[config.mk]
export PLATFORM = sky130hd
export DESIGN_NAME = manhattan_sequence_detector
export DESIGN_NICKNAME = d
export VERILOG_FILES = /design/src/rtl/manhattan_sequence_detector.sv
export SDC_FILE = /design/constraint.sdc
export NUM_CORES = 1
export LEC_CHECK = 0
export CELL_PAD_IN_SITES_DETAIL_PLACEMENT = 0
export CELL_PAD_IN_SITES_GLOBAL_PLACEMENT = 1
export CORE_AREA = 2 2 39 41
export DETAILED_ROUTE_END_ITERATION = 12
export DIE_AREA = 0 0 41 43
export PLACE_DENSITY = 0.44
export SLEW_MARGIN = 5
export SYNTH_ARGS = -nofsm -noshare
export SYNTH_HDL_FRONTEND = slang
export SYNTH_SLANG_ARGS = --single-unit
[constraint.sdc]
create_clock -name clock -period 1 [get_ports clock]
set_clock_uncertainty 0.2 [all_clocks]
set_input_delay 0.2 -clock clock [delete_from_list [all_inputs] [get_ports clock]]
set_output_delay 0.2 -clock clock [all_outputs]
set_load 0.01 [all_outputs]
[src/rtl/manhattan_sequence_detector.sv]
// Moore FSM that pulses detector_out for one cycle after each serial 1-1-0-1-0-1.
// Define MANHATTAN_SEQDET_OVERLAP_EN to let a match's final 1 start the next pattern.
module manhattan_sequence_detector (
  input  logic sequence_in,
  input  logic clock,
  input  logic reset,
  output logic detector_out
);

  // Each state names the longest pattern prefix seen so far.
  typedef enum logic [2:0] {
    S0 = 3'd0,  // idle / no prefix
    S1 = 3'd1,  // "1"
    S2 = 3'd2,  // "11"
    S3 = 3'd3,  // "110"
    S4 = 3'd4,  // "1101"
    S5 = 3'd5,  // "11010"
    S6 = 3'd6   // match
  } state_e;

  state_e state_q;
  state_e state_d;

  // NOTE: the state register uses non-blocking assignment so every flop samples the pre-edge value.
  always_ff @(posedge clock) begin
    if (reset) begin
      state_q <= S0;
    end else begin
      state_q <= state_d;
    end
  end

  always_comb begin
    // NOTE: a default before the case keeps every path assigned, so no latch is inferred.
    state_d = S0;
    case (state_q)
      S0: state_d = sequence_in ? S1 : S0;
      S1: state_d = sequence_in ? S2 : S0;
      S2: state_d = sequence_in ? S2 : S3;
      S3: state_d = sequence_in ? S4 : S0;
      S4: state_d = sequence_in ? S2 : S5;
      S5: state_d = sequence_in ? S6 : S0;
`ifdef MANHATTAN_SEQDET_OVERLAP_EN
      S6: state_d = sequence_in ? S2 : S0;
`else
      S6: state_d = sequence_in ? S1 : S0;
`endif
      default: state_d = S0;  // unused 3'b111 recovers to idle
    endcase
  end

  // Decoded from the register alone, so the output carries no path from sequence_in.
  assign detector_out = (state_q == S6);

endmodule

; ---- After elaboration in Yosys (flattened, before gate mapping)
; Cells that the tools add are included.
[op_classes]
n_eq_ne = 6
reduce_logical = 2
mux = 7
[ops]
columns = cell, count
row1 = 3-bit case mux with 6 select lines, 1
row2 = 3-bit equality test (second input constant), 3
row3 = 3-bit 2-to-1 mux, 3
row4 = 3-bit by 2-bit equality test with 1-bit output (second input constant), 2
row5 = 3-bit by 1-bit equality test with 1-bit output (second input constant), 1
row6 = 3-bit logical NOT, 1
row7 = 1-bit 2-to-1 mux, 2
row8 = 2-bit 2-to-1 mux, 1
row9 = 2-bit OR reduction, 1
[totals]
input_bits = 3
out_inout_bits = 1
word_cells = 16
regBits = 3

; ---- Logic depth before layout (Yosys ltp)
[depth]
depth_word = 3
ltp_mapped = 3
mapped_depth_nobuf = 3

; ---- Least setup slack after synthesis
; No wires, ideal clock.
[synth_path]
kind = register to register
from = reg state_q[1]
to = reg state_q[1]
arrival_ns = 0.869
stages_incl_launch_ff = 4
setup_ns = 0.070
path_slack_ns = -0.138
period_less_slack_ns = 1.138
path_cell_list = dfxtp_1 -> inv_2 -> or3_1 -> a21oi_1
[synth_between]
elab_chain_len = 3
word_cells_on_any_way = 9
cone_classes = eq/ne: 6 / mux: 1 / reduce/logical: 2
[synth_lines]
columns = item, line
row1 = start: declaration, 21  ; state_e state_q;
row2 = start signal: assignment, 29  ; state_q <= state_d;
row3 = 3-bit equality test or 3-bit logical NOT (tied branches), 36  ; case (state_q)
row4 = 2-bit OR reduction (no line), --
row5 = 3-bit case mux with 6 select lines (*), 36
; Mark *: on every way between the ends. The rest lies on a longest branch, timed or not.
; A chain may end at the register's enable or synchronous reset.

; ---- Final worst setup path
[layout_path]
from = reg state_q[1]
to = out detector_out
[layout_between]
elab_chain_len = 1
[layout_lines]
columns = item, line
row1 = 3-bit equality test, 53  ; assign detector_out = (state_q == S6);
row2 = end: declaration, 7  ; output logic detector_out
; Every way passes these cells.

==> results.ini <==
[outcome]
outcome=finished with violations
violations=setup timing

[floorplanning]
die_area_sq_um=1760
core_sq_um=1380
placementRows=14
die_y_um=43
initial_core_util_pct=10.1
io_pins=4
die_w_um=41

[clocking]
path_clk_slew_ns=0.04
cts_tree=built
cts_root_buf=clkbuf_4
cts_post_setup_buffers_inserted=0
clk_latency_ns=0.23
numClockSinks=3
holdBufCountCts=0
ctsHtreeMaxLevel=1
cts_buffer_depth=2
numCtsBuffers=3

[critical_path]
reg2reg_depth=3
crit_slowest_cell=dfxtp_2
regToRegStartpoint=state_q[2]$_SDFF_PP0_
cp.buffers_inverters=2
critical_path_required_ns=0.60
crit_family=flip-flops
critical_path_peak_fanout=3
start_kind=register
setup.worst_path.end_class=output pin
r2r-end=state_q[1]$_SDFF_PP0_
path_class=register to output pin
reg2reg_slack_ns=-0.21
slowest_delay_ns=0.32
worstPathCellList=inv_2 > nor3b_2 > buf_2
worstPathArrival_ns=0.87
critical_path_depth=3

[sta]
clock.fmax_mhz=786
worstMarginPinSlew_ns=0.185
finalSetupTns_ns=-0.799
setup_viol=4
hold_viol=0
slew_headroom_pct=87.6
timing.hold.ws_ns=0.286
period_share_pct=127
min_period_ns=1.27
fin_ws_ns=-0.272
rsz0062_at_grt=yes
slew_violations=0

[hold_path]
hold_path_end=state_q[0]$_SDFF_PP0_
hold_path.class=primary input to register
holdPathStages=3
min-delay-start=sequence_in

[synth]
syn_nets=18
syn_inst=15
ys_seq_elements=3
synth.avg_cell_area_sq_um=9.34
synth_cell_types=12
ys_seq_area_share_pct=42.9
ys.warnings.count=0
syn-cell-area_sq_um=140

[final_layout]
largest_reg_flops=3
multi_input_area_sq_um=95.1
top_register=state_q
fill_cells=156
n_antenna_cell=0
area_growth_pct=92.0
top_regs=state_q (3)
drive_above_1_share_pct=57.7
seq_area_sq_um=62.6
final_common_cell=clkbuf_4
nNetsFinal=30
fin_area_sq_um=269

[place]
port-buffer-count=3
dp_hpwl_um=244
routabilityCongestion=0.580
place_area_sq_um=235

[pwr]
pwr_density_cell_nw_per_um2=1460
ir_worst_vdd_mv=0.766
power_leakage_nw=0.102
p_total_mw=0.393

[detailed_routing]
routed_wl_um=352
dr_total_vias=140
drt_pass1_iterations=2
routedWlPerCell_um=8.38
viasPerCell=3.33
drtIter0Drc=8
post-route-drc-count=0
drtAntennaViolNets=0

[global_routing]
grt_pass1_wl_um=586
busiest_layer=met1
use_met3_pct=4.71
grt_max_degree=6
grt_antenna_before_repair=0
use_met2_pct=5.63
grt_pass1_vias=142
grtUsageMet1_pct=6.73
overflow=0
grt_usage_pct=5.72

[job]
maxCapViolCount=0

layout make-up:
cell class,instances,share of cell area (%)
inverter,1,1.40
timing repair buffer,7,22.8
clock buffer,4,9.77
sequential,3,23.3
tap,16,7.44
multi-input combinational,11,35.3
cell usage after synthesis:
cell type / count / area [sq um]
a21oi_1: 1 / 5.00
a31oi_1: 1 / 6.26
dfxtp_1: 3 / 60.1
inv_2: 1 / 3.75
nand2_1: 1 / 3.75
nor2_1: 2 / 7.51
nor3b_1: 1 / 7.51
nor4b_1: 1 / 8.76
nor4b_2: 1 / 15.0
o211ai_1: 1 / 7.51
or3_1: 1 / 6.26
xor2_1: 1 / 8.76
through the flow:
| stage | cells | worst slack [ns] | util [%] |
|---|---|---|---|
| 2_1_floorplan | 15 | -0.0583 | - |
| 3_3_place_gp | 38 | -0.474 | 17.0 |
| 3_5_place_dp | 38 | -0.471 | 17.0 |
| 4_1_cts | 42 | -0.299 | 19.4 |
| 5_1_grt | 42 | -0.340 | 19.4 |
| 6_report | 42 | -0.272 | 19.4 |
cell families after synthesis:
logic type                count (synthesis)  share of synthesized area [%]
AOI/OAI and AO/OA                         3                           13.4
xor gates and xnor gates                  1                           6.25
DFF                                       3                           42.9
buffers and inverters                     1                           2.68
and+or+nand+nor                           7                           34.8
power by group:
part           switching [mW]  leakage, nW  total, mW  internal (mW)
registers             0.00432       0.0255      0.132          0.127
clock network          0.0614       0.0150      0.211          0.149
logic                  0.0229       0.0619     0.0507         0.0277
total                  0.0887        0.102      0.393          0.304
how the worst max path moves through the flow:
stage                          start                     to  slack [ns]
2_1_floorplan  state_q[1]$_SDFF_PP0_  state_q[1]$_SDFF_PP0_       -0.06
3_3_place_gp   state_q[1]$_SDFF_PP0_           detector_out       -0.47
3_5_place_dp   state_q[1]$_SDFF_PP0_           detector_out       -0.47
4_1_cts        state_q[1]$_SDFF_PP0_           detector_out       -0.30
5_1_grt        state_q[1]$_SDFF_PP0_           detector_out       -0.34
6_report       state_q[1]$_SDFF_PP0_           detector_out       -0.27
worst register-to-register path: cells and delay by family (launching register included):
kind | cells | cell delay [ns]
flip-flops | 1 | 0.31
AND/OR/NAND/NOR | 1 | 0.37
buffers and inverters | 1 | 0.12
AO/OA/AOI/OAI | 1 | 0.13
metal layers:
metal	up-vias	part of all wire [%]
met3	0	8.2
li1	77	-
met2	4	40
met4	0	0
met5	-	0
met1	59	51
what timing repair did:
action                     4_1_cts  5_1_grt
setup endpoints to repair        4        4
gates resized for setup          8        0
hold endpoints to repair         0        0
pin swaps                        2        0
Note: power is estimated with default switching activity, not from simulation.
